$ cat src/rtl/prefetch_queue_pkg.sv
// rtl/prefetch_queue_pkg.sv - shared types for the instruction prefetch queue
//
// Purpose: fetch FSM state encoding, the decoder window width shared with the
// pre-decoder, reset values and the segment:offset address helper.
// Ports: none (package).

package prefetch_queue_pkg;

   typedef enum logic {
      PF_IDLE = 1'b0,
      PF_REQ  = 1'b1
   } prefetch_state_e;

   // Bytes presented to the pre-decoder: opcode + modrm + disp16 + imm16.
   localparam int PREFETCH_WINDOW = 6;

   // Fetch restarts at FFFF:0000 so the first request targets 20'hFFFF0.
   localparam logic [15:0] PF_RESET_PS = 16'hFFFF;
   localparam logic [15:0] PF_RESET_PC = 16'h0000;

   // Word-aligned physical address; the sum wraps at 1 MB.
   function automatic logic [19:0] pf_phys_addr(input logic [15:0] ps,
                                                input logic [15:0] pc);
      return {ps, 4'h0} + {4'h0, pc & 16'hFFFE};
   endfunction

endpackage

$ cat src/rtl/prefetch_queue.sv
// rtl/prefetch_queue.sv - byte prefetch queue between bus unit and pre-decoder
//
// Purpose: fetches code words at PS:PC, buffers them in a shifting byte array
// and presents the head bytes and head offset to the decoder. Flush redirects.
// Ports:
//   clk, reset_n                  clock, asynchronous active-low reset
//   flush, flush_ps, flush_pc     discard queue and redirect fetch
//   suspend                       inhibit new fetch requests
//   fetch_req, fetch_addr         word fetch request / physical address
//   fetch_ack, fetch_data         request accepted, word returned same cycle
//   window, valid_count, head_pc  head bytes, valid byte count, head offset
//   consume, consume_size         decoder pops consume_size bytes

module prefetch_queue
   import prefetch_queue_pkg::*;
#(
   parameter int QUEUE_BYTES  = 8,
   parameter int WINDOW_BYTES = PREFETCH_WINDOW
) (
   input  logic                      clk,
   input  logic                      reset_n,
   input  logic                      flush,
   input  logic [15:0]               flush_ps,
   input  logic [15:0]               flush_pc,
   input  logic                      suspend,
   output logic                      fetch_req,
   output logic [19:0]               fetch_addr,
   input  logic                      fetch_ack,
   input  logic [15:0]               fetch_data,
   output logic [8*WINDOW_BYTES-1:0] window,
   output logic [3:0]                valid_count,
   output logic [15:0]               head_pc,
   input  logic                      consume,
   input  logic [3:0]                consume_size
);

   localparam int QW = 8 * QUEUE_BYTES;
   localparam int CW = $clog2(QUEUE_BYTES + 1);

   logic [QW-1:0]   store_q, store_d;
   logic [CW-1:0]   count_q, count_d;
   logic [15:0]     head_pc_q, head_pc_d;
   logic [15:0]     fetch_ps_q, fetch_ps_d;
   logic [15:0]     fetch_pc_q, fetch_pc_d;
   logic            discard_low_q, discard_low_d;
   prefetch_state_e state_q;
   logic            fetch_req_q;

   logic            ack_en;
   logic [CW-1:0]   cons_amt;
   logic [CW-1:0]   bytes_in;
   logic [CW-1:0]   survive;
   logic [CW+2:0]   cons_shamt;
   logic [CW+2:0]   surv_shamt;
   logic [15:0]     in_word;
   logic [QW-1:0]   keep_mask;
   logic            issue_ok;
   logic            go_req;

   // Data is only taken while a request is actually outstanding.
   assign ack_en   = fetch_ack && (state_q == PF_REQ);
   assign cons_amt = consume ? CW'(consume_size) : '0;
   assign bytes_in = ack_en ? (discard_low_q ? CW'(1) : CW'(2)) : '0;
   // After a flush to an odd offset, the even byte of the first word is
   // not part of the instruction stream.
   assign in_word  = discard_low_q ? {8'h00, fetch_data[15:8]} : fetch_data;
   assign survive  = count_q - cons_amt;
   assign cons_shamt = {cons_amt, 3'b000};
   assign surv_shamt = {survive, 3'b000};
   assign keep_mask  = (QW'(1) << surv_shamt) - QW'(1);

   always_comb begin
      store_d       = store_q;
      count_d       = count_q;
      head_pc_d     = head_pc_q;
      fetch_ps_d    = fetch_ps_q;
      fetch_pc_d    = fetch_pc_q;
      discard_low_d = discard_low_q;
      if (flush) begin
         // Stale storage is left in place; count=0 makes it invisible.
         count_d       = '0;
         head_pc_d     = flush_pc;
         fetch_pc_d    = flush_pc;
         fetch_ps_d    = flush_ps;
         discard_low_d = flush_pc[0];
      end else begin
         // Pop from the head, then append the new bytes right after the
         // survivors so a consume and an ack can share a cycle.
         store_d = ((store_q >> cons_shamt) & keep_mask)
                 | (ack_en ? (QW'(in_word) << surv_shamt) : '0);
         count_d   = survive + bytes_in;
         head_pc_d = head_pc_q + 16'(cons_amt);
         if (ack_en) begin
            fetch_pc_d    = fetch_pc_q + 16'd2;
            discard_low_d = 1'b0;
         end
      end
   end

   // A request is only issued when a full word is guaranteed to fit.
   assign issue_ok = !suspend && (count_d <= CW'(QUEUE_BYTES - 2));

   always_comb begin
      go_req = 1'b1;
      if (flush || state_q == PF_IDLE || ack_en) begin
         go_req = issue_ok;
      end
   end

   always_ff @(posedge clk or negedge reset_n) begin
      if (!reset_n) begin
         state_q     <= PF_IDLE;
         fetch_req_q <= 1'b0;
      end else begin
         case (state_q)
            PF_IDLE: begin
               if (go_req) begin
                  state_q     <= PF_REQ;
                  fetch_req_q <= 1'b1;
               end
            end
            PF_REQ: begin
               // suspend alone never cancels an issued request; flush does.
               if (flush || ack_en) begin
                  state_q     <= go_req ? PF_REQ : PF_IDLE;
                  fetch_req_q <= go_req;
               end
            end
            default: begin
               state_q     <= PF_IDLE;
               fetch_req_q <= 1'b0;
            end
         endcase
      end
   end

   always_ff @(posedge clk or negedge reset_n) begin
      if (!reset_n) begin
         store_q       <= '0;
         count_q       <= '0;
         head_pc_q     <= 16'h0000;
         fetch_ps_q    <= PF_RESET_PS;
         fetch_pc_q    <= PF_RESET_PC;
         discard_low_q <= 1'b0;
      end else begin
         store_q       <= store_d;
         count_q       <= count_d;
         head_pc_q     <= head_pc_d;
         fetch_ps_q    <= fetch_ps_d;
         fetch_pc_q    <= fetch_pc_d;
         discard_low_q <= discard_low_d;
      end
   end

   assign fetch_req   = fetch_req_q;
   assign fetch_addr  = pf_phys_addr(fetch_ps_q, fetch_pc_q);
   assign window      = store_q[8*WINDOW_BYTES-1:0];
   assign valid_count = 4'(count_q);
   assign head_pc     = head_pc_q;

   consume_legal_a: assert property (@(posedge clk) disable iff (!reset_n)
      consume |-> (consume_size != 4'd0) &&
                  (int'(consume_size) <= WINDOW_BYTES) &&
                  (int'(consume_size) <= int'(count_q)));

endmodule

$ cat config.mk
export PLATFORM = sky130hd
export DESIGN_NAME = prefetch_queue
export DESIGN_NICKNAME = d
export VERILOG_FILES = /design/src/rtl/prefetch_queue_pkg.sv /design/src/rtl/prefetch_queue.sv
export SDC_FILE = /design/constraint.sdc
export NUM_CORES = 1
export LEC_CHECK = 0
export CORE_ASPECT_RATIO = 1.5
export CORE_MARGIN = 2
export CORE_UTILIZATION = 59
export CTS_CLUSTER_DIAMETER = 100
export DETAILED_ROUTE_END_ITERATION = 10
export HOLD_SLACK_MARGIN = 0.1
export PLACE_DENSITY = 0.95
export SETUP_SLACK_MARGIN = 0.3
export SLEW_MARGIN = 20
export SYNTH_ARGS = -nofsm -noshare
export SYNTH_HDL_FRONTEND = slang
export SYNTH_SLANG_ARGS = --single-unit
$ cat constraint.sdc
create_clock -name clk -period 5 [get_ports clk]
set_clock_uncertainty 0.2 [all_clocks]
set_input_delay 1 -clock clk [delete_from_list [all_inputs] [get_ports clk]]
set_output_delay 1 -clock clk [all_outputs]
set_load 0.01 [all_outputs]
==> reports/metrics.yaml <==
sta:
  fin_crit_ps: 4589
  fmax_mhz: 217.9
  rsz0062_at_grt: "no"
  finalSetupViolCount: 0
  tightest_slew_ps: 978.0
  setup_tns_ps: 0
  relSlewSlack_pct: 34.41
  hold_viol: 0
  final.period_utilization_pct: 91.79
  slew_viol_final: 0
drt:
  wire_per_inst_um: 25.20
  num_vias: 8821
  wl_um: 32230
  ant_nets: 0
  dr.pass1.iters: 6
  vias_per_cell: 6.897
  drtIter0Drc: 1176
  route.detailed.drc: 0
global_routing:
  antenna_found_initial: 0
  grt_first_pass_wirelength_um: 49020
  grt_pass1_vias: 8927
  grt_max_degree: 79
  track_usage_pct: 40.22
  grt_overflow: 0
synth:
  synth_top_area_share_pct: 28.97
  async_flop_share_pct: 100.0
  yosysWarnings: 0
  postSynthCellCount: 989
  ys_ff_latch: 118
  synth_edf_count: 0
  seq_area_frac_synth_pct: 33.74
  synth_cell_types: 71
  avgSynthCellArea_sq_um: 8.909
  ys.flop_type: "dfrtp_1"
  yosys-top-cells-area: "dfrtp_1, nand2_1, a211oi_1"
  synth_area_leader_cell: "dfrtp_1"
  synth_area_sq_mm: 0.008811
  syn_nets: 1074
pwr:
  clock_power_share_pct: 24.1
  pwr-share-comb_pct: 47.7
  power_mw: 5.247
  switching_power_mw: 2.218
  p_sw_share_pct: 42.26
  p_leak_nw: 4.504
  seq_power_share_pct: 28.2
  power_density_mw_per_mm2: 490.6
  p_int_mw: 3.030
  peakVddDrop_mv: 0.3415
floorplanning:
  start_util_pct: 60.37
  die_y_um: 153.7
  die_x_um: 103.8
  rows: 54
  coreArea_sq_mm: 0.01459
  die_area_sq_mm: 0.01595
  ios: 147
layout:
  final_common_cell: "clkdlybuf4s50_1"
  fillerInstances: 1027
  area_delta_synth_final_pct: 21.39
  mostFrequentLayoutCells: "clkdlybuf4s50_1, nand2_1, dfrtp_1, o21ai_0, nor2_1"
  drive_gt1_share_pct: 13.20
  nNetsFinal: 1155
  insertedDiodeCount: 0
setup_path:
  cp_cell_sequence: "clkdlybuf4s50_1 > nand2_1 > clkinv_1 > buf_4 > ha_1 > inv_1 > fa_1 > nor2b_1 > o21ai_0 > a21oi_1 > nand4_1 > xnor2_1 > mux2_2"
  critPathSlowestCell: "clkdlybuf4s50_1"
  endpoint_kind: "register"
  worstPathArrival_ps: 4700
  crit-reg2reg-launch: "valid_count[0]"
  crit_start: "consume"
  crit_family: "buffers and inverters"
  required_ps: 5120
  cpPeakStageDelay_ps: 570
  crit_fanout: 66
  worstSetupPathType: "input port to register"
  critical_path_buf_inv_count: 4
  crit_path_start_kind: "input port"
clock_tree:
  cts.path.max_buffers: 2
  postCtsHoldBufs: 0
  cts_setup_buffers: 0
  clk_pin_slew_worst_paths_ps: 60
  clock_sinks: 118
  clk_latency_ps: 430
  cts_tree: "built"
  cts_buffers: 17
  htreeDepth: 4
  cts-root-buf: "clkbuf_16"
flow_run:
  drv_cap: 0
placement:
  port_buffers: 145
  place.gp.congestion: 1.020
  dp_hpwl_um: 22290
worst_hold_path:
  hp-start: "store_q[6]"
  min_path_type: "register to register"
outcome:
  status: "complete, no violations"
logic make-up after synthesis:
logic type | count (synthesis) | share of synthesized area [%]
fa+ha+maj | 27 | 4.175
mux | 74 | 9.500
xor+xnor | 43 | 4.700
compound gates | 315 | 24.94
flops | 118 | 33.74
simple gates | 263 | 14.26
buf+inv | 148 | 8.648
other cells | 1 | 0.04256
worst paths after layout:
path	endpoint	slack [ps]	depth (start not counted)
worst max-delay path	head_pc[14]	410	13
worst min-delay path	store_q[6]	350	2
worst max register to register	fetch_req	1460	10
worst min register to register	store_q[6]	350	2
max in group asynchronous	fetch_ps_q[12]	3130	2
min in group asynchronous	fetch_pc_q[10]	510	1
cell type report:
| type | count | area (sq um) | area share [%] |
|---|---|---|---|
| clock buffers | 19 | 452.9 | 4.235 |
| well taps | 196 | 245.2 | 2.293 |
| inverters | 39 | 146.4 | 1.369 |
| repair buffers | 171 | 1642 | 15.35 |
| multi-input cells | 723 | 5090 | 47.59 |
| clock inverters | 13 | 146.4 | 1.369 |
| flip-flops and latches | 118 | 2973 | 27.80 |
what timing repair did:
action / 4_1_cts / 5_1_grt
resized for setup: 1 / 1
setup endpoints to repair: 1 / 1
cloned: 0 / 0
tightest hold or removal path, stage by stage, from the launching register on:
cell and delay [ps]:
dfrtp_1 380, nand2_1 70, o221ai_1 60
sequential cells by signal (all words and copies together) (netlist names):
name,cells
fetch_req,1
store_q,64
head_pc,16
fetch_ps_q,16
fetch_pc_q,15
valid_count,4
discard_low_q,1
state_q,1
Yosys cell counts, drive strengths merged, types with 3 or more instances:
master	n
fa	4
a211oi	56
nand4	8
clkbuf	42
xor2	18
inv	37
o21ba	8
a21o	14
nand3	9
and2	3
mux2	37
mux2i	33
a21oi	41
o2111ai	5
nor3	13
nor2b	8
nand2b	3
dfstp	16
o21ai	71
buf	67
a2bb2oi	16
mux4	4
nand2	117
o221ai	16
ha	23
o211ai	3
nor2	61
a211o	3
a22oi	30
o21bai	3
o21a	3
o22ai	8
dfrtp	102
xnor2	23
a31oi	14
nor4	4
and3	28
o2bb2ai	7
metal layers:
layer  GRT usage (%)  up-vias  share of wire [%]
li1                -     3747                  -
met5               0        -                  0
met3           9.623      226                9.6
met1           41.91     4155                 32
met4           33.33        0                9.6
met2           68.53      693                 49
per-stage QoR:
stage                     area (sq um)  utilization, %  hold slack [ps]  setup WS [ps]  std cells
after floorplan                   8818               -            265.0          351.0        989
after global placement           10090           69.15            298.2          386.0       1247
after detailed placement         10090           69.15            322.2          165.4       1247
after CTS                        10690           73.26            341.4          452.9       1279
after global routing             10700           73.29            369.9          317.8       1279
final                            10700           73.29            346.8          410.7       1279
power by group through the flow:
stage	Combinational, mW	Clock, mW	Sequential [mW]
final	2.50	1.26	1.48
after global routing	2.64	1.30	1.49
after CTS	2.45	1.26	1.46
after detailed placement	2.40	0	1.47
after global placement	2.35	0	1.46
after floorplan	1.61	0	1.36
No activity file was read; power rests on OpenSTA's default activity.
